**src/rtl/mem_arb_pkg.sv**
```systemverilog
// mem_arb_pkg
//  Shared definitions for the memory-port arbiter:
//  - FSM state encoding (IDLE/BUSY/RESP)
//  - grant encoding (GNT_I/GNT_D) and memory op encoding (OP_RD/OP_WR)
//  - default address/data widths
//  - other_side(): the opposite requester of a given grant
package mem_arb_pkg;

  localparam int DEF_ADDR_W = 28;   // block address width
  localparam int DEF_DATA_W = 128;  // cache-line width

  typedef enum logic [1:0] {
    IDLE = 2'd0,
    BUSY = 2'd1,
    RESP = 2'd2
  } state_t;

  typedef enum logic {
    GNT_I = 1'b0,
    GNT_D = 1'b1
  } grant_t;

  typedef enum logic {
    OP_RD = 1'b0,
    OP_WR = 1'b1
  } op_t;

  function automatic grant_t other_side(grant_t g);
    return (g == GNT_I) ? GNT_D : GNT_I;
  endfunction

endpackage

```
**src/rtl/arb_pick.sv**
```systemverilog
// arb_pick
//  Combinational two-way picker for the memory arbiter.
//  Ports:
//    i_req  in   I-cache request pending
//    d_req  in   D-cache request pending (read or write)
//    d_wr   in   D-cache write-back requested (wins over a D read)
//    prio   in   side that completed the most recent grant
//    grant  out  side to serve
//    op     out  memory operation for that side
//  Build option: ARB_ROUND_ROBIN_EN
//    defined   -> on a tie the side that did NOT complete the last grant wins
//    undefined -> fixed priority, the D-cache wins every tie
module arb_pick
  import mem_arb_pkg::*;
(
  input  logic   i_req,
  input  logic   d_req,
  input  logic   d_wr,
  input  grant_t prio,
  output grant_t grant,
  output op_t    op
);

`ifdef ARB_ROUND_ROBIN_EN
`else
  // Fixed priority never looks at the pointer.
  logic prio_unused;
  assign prio_unused = prio;
`endif

  always_comb begin
    grant = GNT_I;
    if (d_req && !i_req) begin
      grant = GNT_D;
    end else if (d_req && i_req) begin
`ifdef ARB_ROUND_ROBIN_EN
      // prio holds the last-served side, so the opposite side is favoured.
      grant = other_side(prio);
`else
      grant = GNT_D;
`endif
    end
    // A D-side read and write-back raised together: the write-back goes first,
    // the read stays pending and is arbitrated again afterwards.
    op = (grant == GNT_D && d_wr) ? OP_WR : OP_RD;
  end

endmodule

```
**src/rtl/mem_arbiter.sv**
```systemverilog
// mem_arbiter
//  Shares the single off-chip memory port between the I-cache line-fill path
//  and the D-cache fill / write-back path. One requester is granted at a time;
//  its command is latched, memory is driven until mem_ready, then a one-cycle
//  ready pulse with the returned line goes back to the grantee.
//  Ports:
//    clk, rst                 clock, synchronous active-high reset
//    i_read, i_addr           I-cache fill request (held until i_ready)
//    i_ready, i_rdata         I-cache completion pulse and line
//    d_read, d_write, d_addr, d_wdata   D-cache fill / write-back request
//    d_ready, d_rdata         D-cache completion pulse and line
//    mem_read, mem_write      memory strobes, held until mem_ready
//    mem_addr, mem_wdata      latched command towards memory
//    mem_ready, mem_rdata     memory completion and read line
//  Build option: ARB_ROUND_ROBIN_EN (round-robin tie-break; default is fixed
//  priority with the D-cache winning ties).
//  Timing: request sampled in IDLE at edge N, strobe high from N+1, mem_ready
//  sampled at edge M, ready pulse during cycle M+1, back in IDLE after that.
module mem_arbiter
  import mem_arb_pkg::*;
#(
  parameter int ADDR_W = DEF_ADDR_W,
  parameter int DATA_W = DEF_DATA_W
) (
  input  logic              clk,
  input  logic              rst,
  input  logic              i_read,
  input  logic [ADDR_W-1:0] i_addr,
  output logic              i_ready,
  output logic [DATA_W-1:0] i_rdata,
  input  logic              d_read,
  input  logic              d_write,
  input  logic [ADDR_W-1:0] d_addr,
  input  logic [DATA_W-1:0] d_wdata,
  output logic              d_ready,
  output logic [DATA_W-1:0] d_rdata,
  output logic              mem_read,
  output logic              mem_write,
  output logic [ADDR_W-1:0] mem_addr,
  output logic [DATA_W-1:0] mem_wdata,
  input  logic              mem_ready,
  input  logic [DATA_W-1:0] mem_rdata
);

  state_t state_reg;
  grant_t grant_reg;  // side owning the current transaction
  grant_t prio_reg;   // side that completed the most recent grant

  logic   d_req;
  logic   any_req;
  grant_t pick_grant;
  op_t    pick_op;

  assign d_req   = d_read | d_write;
  assign any_req = i_read | d_req;

  arb_pick u_pick (
    .i_req (i_read),
    .d_req (d_req),
    .d_wr  (d_write),
    .prio  (prio_reg),
    .grant (pick_grant),
    .op    (pick_op)
  );

  always_ff @(posedge clk) begin
    if (rst) begin
      // Also the abort path: strobes drop at once and any late mem_ready
      // lands in IDLE where it is ignored.
      state_reg <= IDLE;
      grant_reg <= GNT_I;
      prio_reg  <= GNT_I;
      mem_read  <= 1'b0;
      mem_write <= 1'b0;
      mem_addr  <= '0;
      mem_wdata <= '0;
      i_ready   <= 1'b0;
      d_ready   <= 1'b0;
      i_rdata   <= '0;
      d_rdata   <= '0;
    end else begin
      // Ready outputs are pulses: cleared unless set below.
      i_ready <= 1'b0;
      d_ready <= 1'b0;
      case (state_reg)
        IDLE: begin
          if (any_req) begin
            grant_reg <= pick_grant;
            mem_addr  <= (pick_grant == GNT_D) ? d_addr : i_addr;
            if (pick_op == OP_WR) begin
              mem_wdata <= d_wdata;
            end
            mem_read  <= (pick_op == OP_RD);
            mem_write <= (pick_op == OP_WR);
            state_reg <= BUSY;
          end
        end
        BUSY: begin
          // Completes even if the requester has since dropped its request.
          if (mem_ready) begin
            mem_read  <= 1'b0;
            mem_write <= 1'b0;
            if (grant_reg == GNT_D) begin
              d_rdata <= mem_rdata;
              d_ready <= 1'b1;
            end else begin
              i_rdata <= mem_rdata;
              i_ready <= 1'b1;
            end
            prio_reg  <= grant_reg;
            state_reg <= RESP;
          end
        end
        RESP: begin
          // One dead cycle lets the requester drop its line before IDLE samples.
          state_reg <= IDLE;
        end
        default: begin
          state_reg <= IDLE;
        end
      endcase
    end
  end

endmodule

```
**config.mk**
```make
export PLATFORM = sky130hd
export DESIGN_NAME = mem_arbiter
export DESIGN_NICKNAME = d
export VERILOG_FILES = /design/src/rtl/mem_arb_pkg.sv /design/src/rtl/arb_pick.sv /design/src/rtl/mem_arbiter.sv
export SDC_FILE = /design/constraint.sdc
export NUM_CORES = 1
export LEC_CHECK = 0
export ABC_AREA = 1
export CORE_AREA = 8 8 278 280
export DETAILED_ROUTE_END_ITERATION = 12
export DIE_AREA = 0 0 286 288
export PLACE_DENSITY = 0.54
export SLEW_MARGIN = 0
export SYNTH_ARGS = -nofsm -noshare
export SYNTH_HDL_FRONTEND = slang
export SYNTH_HIERARCHICAL = 1
export SYNTH_SLANG_ARGS = --single-unit
```
**constraint.sdc**
```tcl
create_clock -name clk -period 1.5 [get_ports clk]
set_input_delay 0.3 -clock clk [delete_from_list [all_inputs] [get_ports clk]]
set_output_delay 0.3 -clock clk [all_outputs]
set_load 0.005 [all_outputs]
```
==> summary.txt, run 1 <==
Result of the run: complete, no violations
Reg clk slew, reported paths: 0.06 ns
CTS tree: built
FF/Latch Area: 0.00846 mm²
DRT Pass-1 Iters: 5
Row Count: 99
# fillers: 7,744
Syn nets: 2,761
Area of the multi-input gates: 0.00608 mm²
Core area: 0.0726 mm²
Pleak: 13.3 nW
P_int: 21.4 mW
Gr usage total: 0.159
Antenna-violating nets left: 0
Post-Synthesis Cell Area: 0.0167 mm²
PwrDens: 1070 mW/mm²
Mean Syn Cell Area: 6.84 µm²
Min Hold Slack: 0.285 ns
Largest net degree at the start of global routing: 44
Final core utilization: 0.377
Reg-to-reg slack, setup: 0.03 ns
Synth Warn #: 6
Peak Freq: 681 MHz
Crit path arrival time: 1.94 ns
Seq pwr share: 0.418
Clock Path Buffers: 3
Final Cycle Share: 0.980
Crit path from: state_reg[0]$_SDFFE_PP0P_
Crit path max-delay cell type: dfxtp_1
Max Slew Vio Count: 0
Critical path class: flop to flop
Port Buffers: 733
Worst vdd ir: 953 µV
Register-to-Register Path Depth: 8
Routability cong.: 0.855
Area Overhead vs Synth: 63.6%
Starting Density: 0.230
Maximum fanout along the worst path: 21
Final Setup Violations: 0
Worst skew pair latency: 0.57 ns
Vias per inst: 4.05
Hpwl dp: 54.8 mm
H-tree depth: 2
# IOs: 734
Antenna violations before repair: 9
DRC: 0
Measured slew at the worst slew-check pin: 0.361 ns
R2r startpoint: state_reg[0]$_SDFFE_PP0P_
Final Critical Period: 1.47 ns
Critical Path RT: 1.97 ns
Setup crit start kind: flop
Worst slew margin: 0.758
Clock power share: 0.402
Post-Syn Instances: 2,443
Vias: 17.1k
Share of cells above drive strength 1: 0.169
Final Hold Viols: 0
Fin nets: 3,538
Maxcap violations: 0
Crit path top cell by count: buf_12
Power after layout: 29.2 mW
Hold crit path type: input pin to flop
P_sw: 7.80 mW
Top flop regs: d_rdata: 128 flops, i_rdata: 128 flops, mem_wdata: 128 flops
DIE AREA: 0.0824 mm²
Crit-path max cell delay: 0.34 ns
CP Cell Sequence: inv_2 > nor2_4 > nand3_4 > buf_12 > buf_12 > buf_12 > o21ai_1 > nor2_1
Drt total wl: 71.7 mm
RSZ-0062 raised after global routing: true
Initial drt markers: 869
RR Endpoint: d_rdata[71]$_SDFFE_PP0P_
Vert. Die Dim: 288 µm
Sw Ratio: 0.267
Root buf cell: clkbuf_16
Crit. End Element: flop
Num Clock Sinks: 419
Die X: 286 µm
First-pass GRT wire length: 102 mm
Global route overflow: 0
DR WL/cell: 17.0 µm
End point of the critical path: d_rdata[71]$_SDFFE_PP0P_
Num CTS Buffers: 48
Vias in the first global route: 16.4k
Combinational Power Share: 0.180
Worst Clk Skew: 0.0134 ns
[power groups by stage]
stage | Combinational (mW) | Clock (mW) | Sequential [mW]
final | 5.25 | 11.8 | 12.2
after global routing | 5.82 | 12.6 | 12.3
after CTS | 5.22 | 12.1 | 12.2
after detailed placement | 5.55 | 0 | 12.5
after global placement | 5.56 | 0 | 12.4
after floorplan | 1.99 | 0 | 12.5
[metal layers]
layer | part of all wire | track usage
met5 | 0.00049 | 0
met4 | 0.030 | 0.0522
met3 | 0.065 | 0.0451
met2 | 0.51 | 0.289
met1 | 0.40 | 0.177
[critical path: cells and delay by family, from the launching register on]
family          cells  cell delay, ns
simple gates        3            0.29
buf+inv             4            0.54
compound gates      1            0.18
flops               1            0.34
[cells in the final DEF (no fill, tap or decap), types with 33 or more instances in the layout]
cell	count
nand2_1	675
nor2_1	446
inv_1	418
dfxtp_1	363
clkdlybuf4s50_1	317
clkdlybuf4s15_1	139
nand4_1	128
o21ai_1	113
buf_2	103
buf_4	92
clkdlybuf4s15_2	91
o21ai_0	70
clkbuf_2	63
clkbuf_16	56
dfxtp_2	55
buf_12	33
[through the flow]
step	cells	area, µm²	setup slack (ns)	TNS [ns]
final	4216	27300	0.0306	0
after floorplan	2443	16700	0.121	0
after global routing	4216	27300	-0.0136	-0.136
after global placement	4112	26000	-0.406	-120.51
after detailed placement	4112	26000	-0.477	-132.86
after CTS	4195	27400	0.0000299	0
[final cells by class]
cell class	instances	area share
Antenna cell	6	0.000549
Clock buffer	70	0.0521
Clock inverter	11	0.00531
Inverter	422	0.0586
Multi-Input combinational cell	1446	0.222
Sequential cell	419	0.310
Tap cell	959	0.0439
Timing Repair Buffer	883	0.308
[timing repair]
action,in CTS,in global routing
gates cloned,0,8
endpoints found under the setup margin,520,397
buffers inserted,2,7
pin swaps,1,1
hold buffers,0,0
hold endpoints to repair,0,0
gates resized for setup,1067,194
[how the worst min path moves through the flow]
stage / end / cells past startpoint / slack (ns) / from
floorplan: i_rdata[0]$_SDFFE_PP0P_ / 2 / 0.40 / mem_rdata[0]
global route: i_rdata[111]$_SDFFE_PP0P_ / 3 / 0.26 / mem_rdata[111]
global placement: i_rdata[34]$_SDFFE_PP0P_ / 2 / 0.44 / i_rdata[34]$_SDFFE_PP0P_
finish: i_rdata[8]$_SDFFE_PP0P_ / 3 / 0.29 / mem_rdata[8]
detailed placement: i_rdata[50]$_SDFFE_PP0P_ / 2 / 0.44 / i_rdata[50]$_SDFFE_PP0P_
CTS: i_rdata[8]$_SDFFE_PP0P_ / 3 / 0.23 / mem_rdata[8]
Power figures use the tool's default switching activity.
==> run 2, diff against run 1 <==
--- a/config.mk
+++ b/config.mk
@@ -10,6 +10,7 @@
 export DETAILED_ROUTE_END_ITERATION = 12
 export DIE_AREA = 0 0 286 288
 export PLACE_DENSITY = 0.54
+export RECOVER_POWER = 50
 export SLEW_MARGIN = 0
 export SYNTH_ARGS = -nofsm -noshare
 export SYNTH_HDL_FRONTEND = slang
==> results of run 2 <==
Final layout, timing and power as in run 1 (identical DEF).
==> run 3, diff against run 2 <==
--- a/config.mk
+++ b/config.mk
@@ -7,6 +7,7 @@
 export LEC_CHECK = 0
 export ABC_AREA = 1
 export CORE_AREA = 8 8 278 280
+export CTS_CLUSTER_DIAMETER = 30
 export DETAILED_ROUTE_END_ITERATION = 12
 export DIE_AREA = 0 0 286 288
 export PLACE_DENSITY = 0.54
==> summary.txt, run 3 (synthesized netlist as in run 1, its figures left out) <==
Largest net degree at the start of global routing: 44 (unchanged)
Drt total wl: 72.8 mm (+1.6%)
Num CTS Buffers: 105 (+120%)
Fin nets: 3,599 (+1.7%)
PwrDens: 1430 mW/mm² (+34%)
Measured slew at the worst slew-check pin: 0.356 ns (-0.00510 ns)
Top flop regs: d_rdata: 128 flops, i_rdata: 128 flops, mem_wdata: 128 flops
RSZ-0062 raised after global routing: true
Starting Density: 0.230 (unchanged)
CP top delay family: flip-flops
WP depth: 1 (-7)
CTS tree: built
Register-to-Register Path Depth: 8 (unchanged)
Peak Freq: 692 MHz (+1.7%)
Met3 GRT Util: 0.0531 (+0.00796)
Setup crit start kind: flop
Num Clock Sinks: 419 (unchanged)
Pleak: 14.6 nW (+9.5%)
DRT Pass-1 Iters: 6 (+1)
Crit-path max cell delay: 0.32 ns (-0.02 ns)
Result of the run: complete, no violations
Antenna-violating nets left: 0 (unchanged)
First-pass GRT wire length: 105 mm (+2.6%)
H-tree depth: 3 (+1)
Final Setup Violations: 0 (unchanged)
# IOs: 734 (unchanged)
Most frequent cells in the layout: nand2_1, nor2_1, inv_1, buf_2, clkdlybuf4s50_1
Vias in the first global route: 17.0k (+4.1%)
Maxcap violations: 0 (unchanged)
Gr usage total: 0.163 (+0.00444)
Critical path class: flop to primary output
Dpl cell area: 0.0260 mm² (unchanged)
Final Cycle Share: 0.963 (-0.0161)
Global route overflow: 0 (unchanged)
Core area: 0.0726 mm² (unchanged)
Cell area after layout: 0.0285 mm² (+4.2%)
Crit path arrival time: 1.15 ns (-0.79 ns)
Critical Path RT: 1.20 ns (-0.77 ns)
Hold Buf Count CTS: 0 (unchanged)
DRC: 0 (unchanged)
Area Overhead vs Synth: 70.5%
Vert. Die Dim: 288 µm (unchanged)
Crit path from: i_rdata[69]$_SDFFE_PP0P_
Met1 Usage GRT: 0.178 (+0.000858)
End point of the critical path: i_rdata[69]
Maximum fanout along the worst path: 2 (-90%)
Worst skew pair latency: 0.66 ns (+0.09 ns)
Share of cells above drive strength 1: 0.269 (+0.0997)
Hpwl dp: 54.8 mm (unchanged)
Hold crit path type: input pin to flop
Most common cell after layout, fill and taps aside: nand2_1
Vias per inst: 4.05 (about the same)
Worst vdd ir: 1030 µV (+8.4%)
Port Buffers: 733 (unchanged)
RR Endpoint: mem_addr[15]$_SDFFE_PP0P_
R2r startpoint: state_reg[0]$_SDFFE_PP0P_
DIE AREA: 0.0824 mm² (unchanged)
Worst slew margin: 0.762 (+0.00341)
Reg-to-reg slack, setup: 0.08 ns (+0.05 ns)
Routability cong.: 0.855 (unchanged)
Clock Path Buffers: 3 (unchanged)
DR WL/cell: 16.8 µm (-1.1%)
Met2 Use GR: 0.294 (+0.00483)
Busiest grt layer: met2
Root buf cell: clkbuf_16
Max Slew Vio Count: 0 (unchanged)
Final Hold Viols: 0 (unchanged)
Die X: 286 µm (unchanged)
Final Critical Period: 1.45 ns (-0.0242 ns)
CP Cell Sequence: clkdlybuf4s15_1
Worst Clk Skew: 0.0511 ns (+0.0377 ns)
Row Count: 99 (unchanged)
Vias: 17.6k (+2.8%)
Crit path max-delay cell type: dfxtp_1
Antenna violations before repair: 8 (-1)
Crit. End Element: primary output
Power after layout: 40.8 mW (+40%)
Reg clk slew, reported paths: 0.06 ns (about the same)
WP buf/inv: 1 (-3)
Initial drt markers: 843 (-3.0%)
run 3: final cells by class:
| type | count | area, µm² |
|---|---|---|
| Sequential cell | 419 | 8570 |
| Clock buffer | 133 | 2860 |
| Inverter | 422 | 1600 |
| Antenna cell | 5 | 12.5 |
| Timing Repair Buffer | 887 | 7250 |
| Fill cell | 7692 | 44100 |
| Multi-Input combinational cell | 1446 | 6080 |
| Tap cell | 959 | 1200 |
| Clock inverter | 62 | 905 |
run 3: stage by stage:
step           TNS (ns)  hold slack [ns]  cells  utilization  worst slack, ns
6_report              0            0.205   4333        0.392           0.0548
5_1_grt         -0.0717            0.177   4333        0.392          -0.0190
4_1_cts               0            0.151   4311        0.389        0.0000481
3_5_place_dp    -132.86            0.438   4112        0.359           -0.477
3_3_place_gp    -120.51            0.436   4112        0.359           -0.406
2_1_floorplan         0            0.403   2443            -            0.121
run 3: how the worst min path moves through the flow:
| stage | start | endpoint | slack [ns] | cells after the start |
|---|---|---|---|---|
| finish | mem_rdata[126] | i_rdata[126]$_SDFFE_PP0P_ | 0.21 | 3 |
| global route | mem_rdata[6] | i_rdata[6]$_SDFFE_PP0P_ | 0.18 | 3 |
| CTS | mem_rdata[126] | i_rdata[126]$_SDFFE_PP0P_ | 0.15 | 3 |
| detailed placement | i_rdata[50]$_SDFFE_PP0P_ | i_rdata[50]$_SDFFE_PP0P_ | 0.44 | 2 |
| global placement | i_rdata[34]$_SDFFE_PP0P_ | i_rdata[34]$_SDFFE_PP0P_ | 0.44 | 2 |
| floorplan | mem_rdata[0] | i_rdata[0]$_SDFFE_PP0P_ | 0.40 | 2 |
run 3: routing by layer:
| layer | share of wire | routed length, µm |
|---|---|---|
| met5 | 0.00052 | 38 |
| met3 | 0.070 | 5090 |
| met2 | 0.51 | 37100 |
| met1 | 0.39 | 28400 |
| met4 | 0.030 | 2180 |
run 3: worst min-delay path, cell delays in order:
cell and delay, ns:
clkdlybuf4s50_1 0.42, nand2_1 0.08, nand2_1 0.04
run 3: power by group:
part	switching [mW]	leakage, nW	internal [mW]
Sequential	0.357	3.48	11.9
Clock	7.34	1.81	16.1
Combinational	2.60	9.30	2.49
Total	10.3	14.6	30.5
run 3: timing repair:
item / in CTS / in global routing
resized for setup: 1727 / 73
gates cloned: 0 / 8
buffers inserted: 4 / 9
setup endpoints to repair: 510 / 218
pin swaps: 1 / 1
endpoints found under the hold margin: 0 / 0
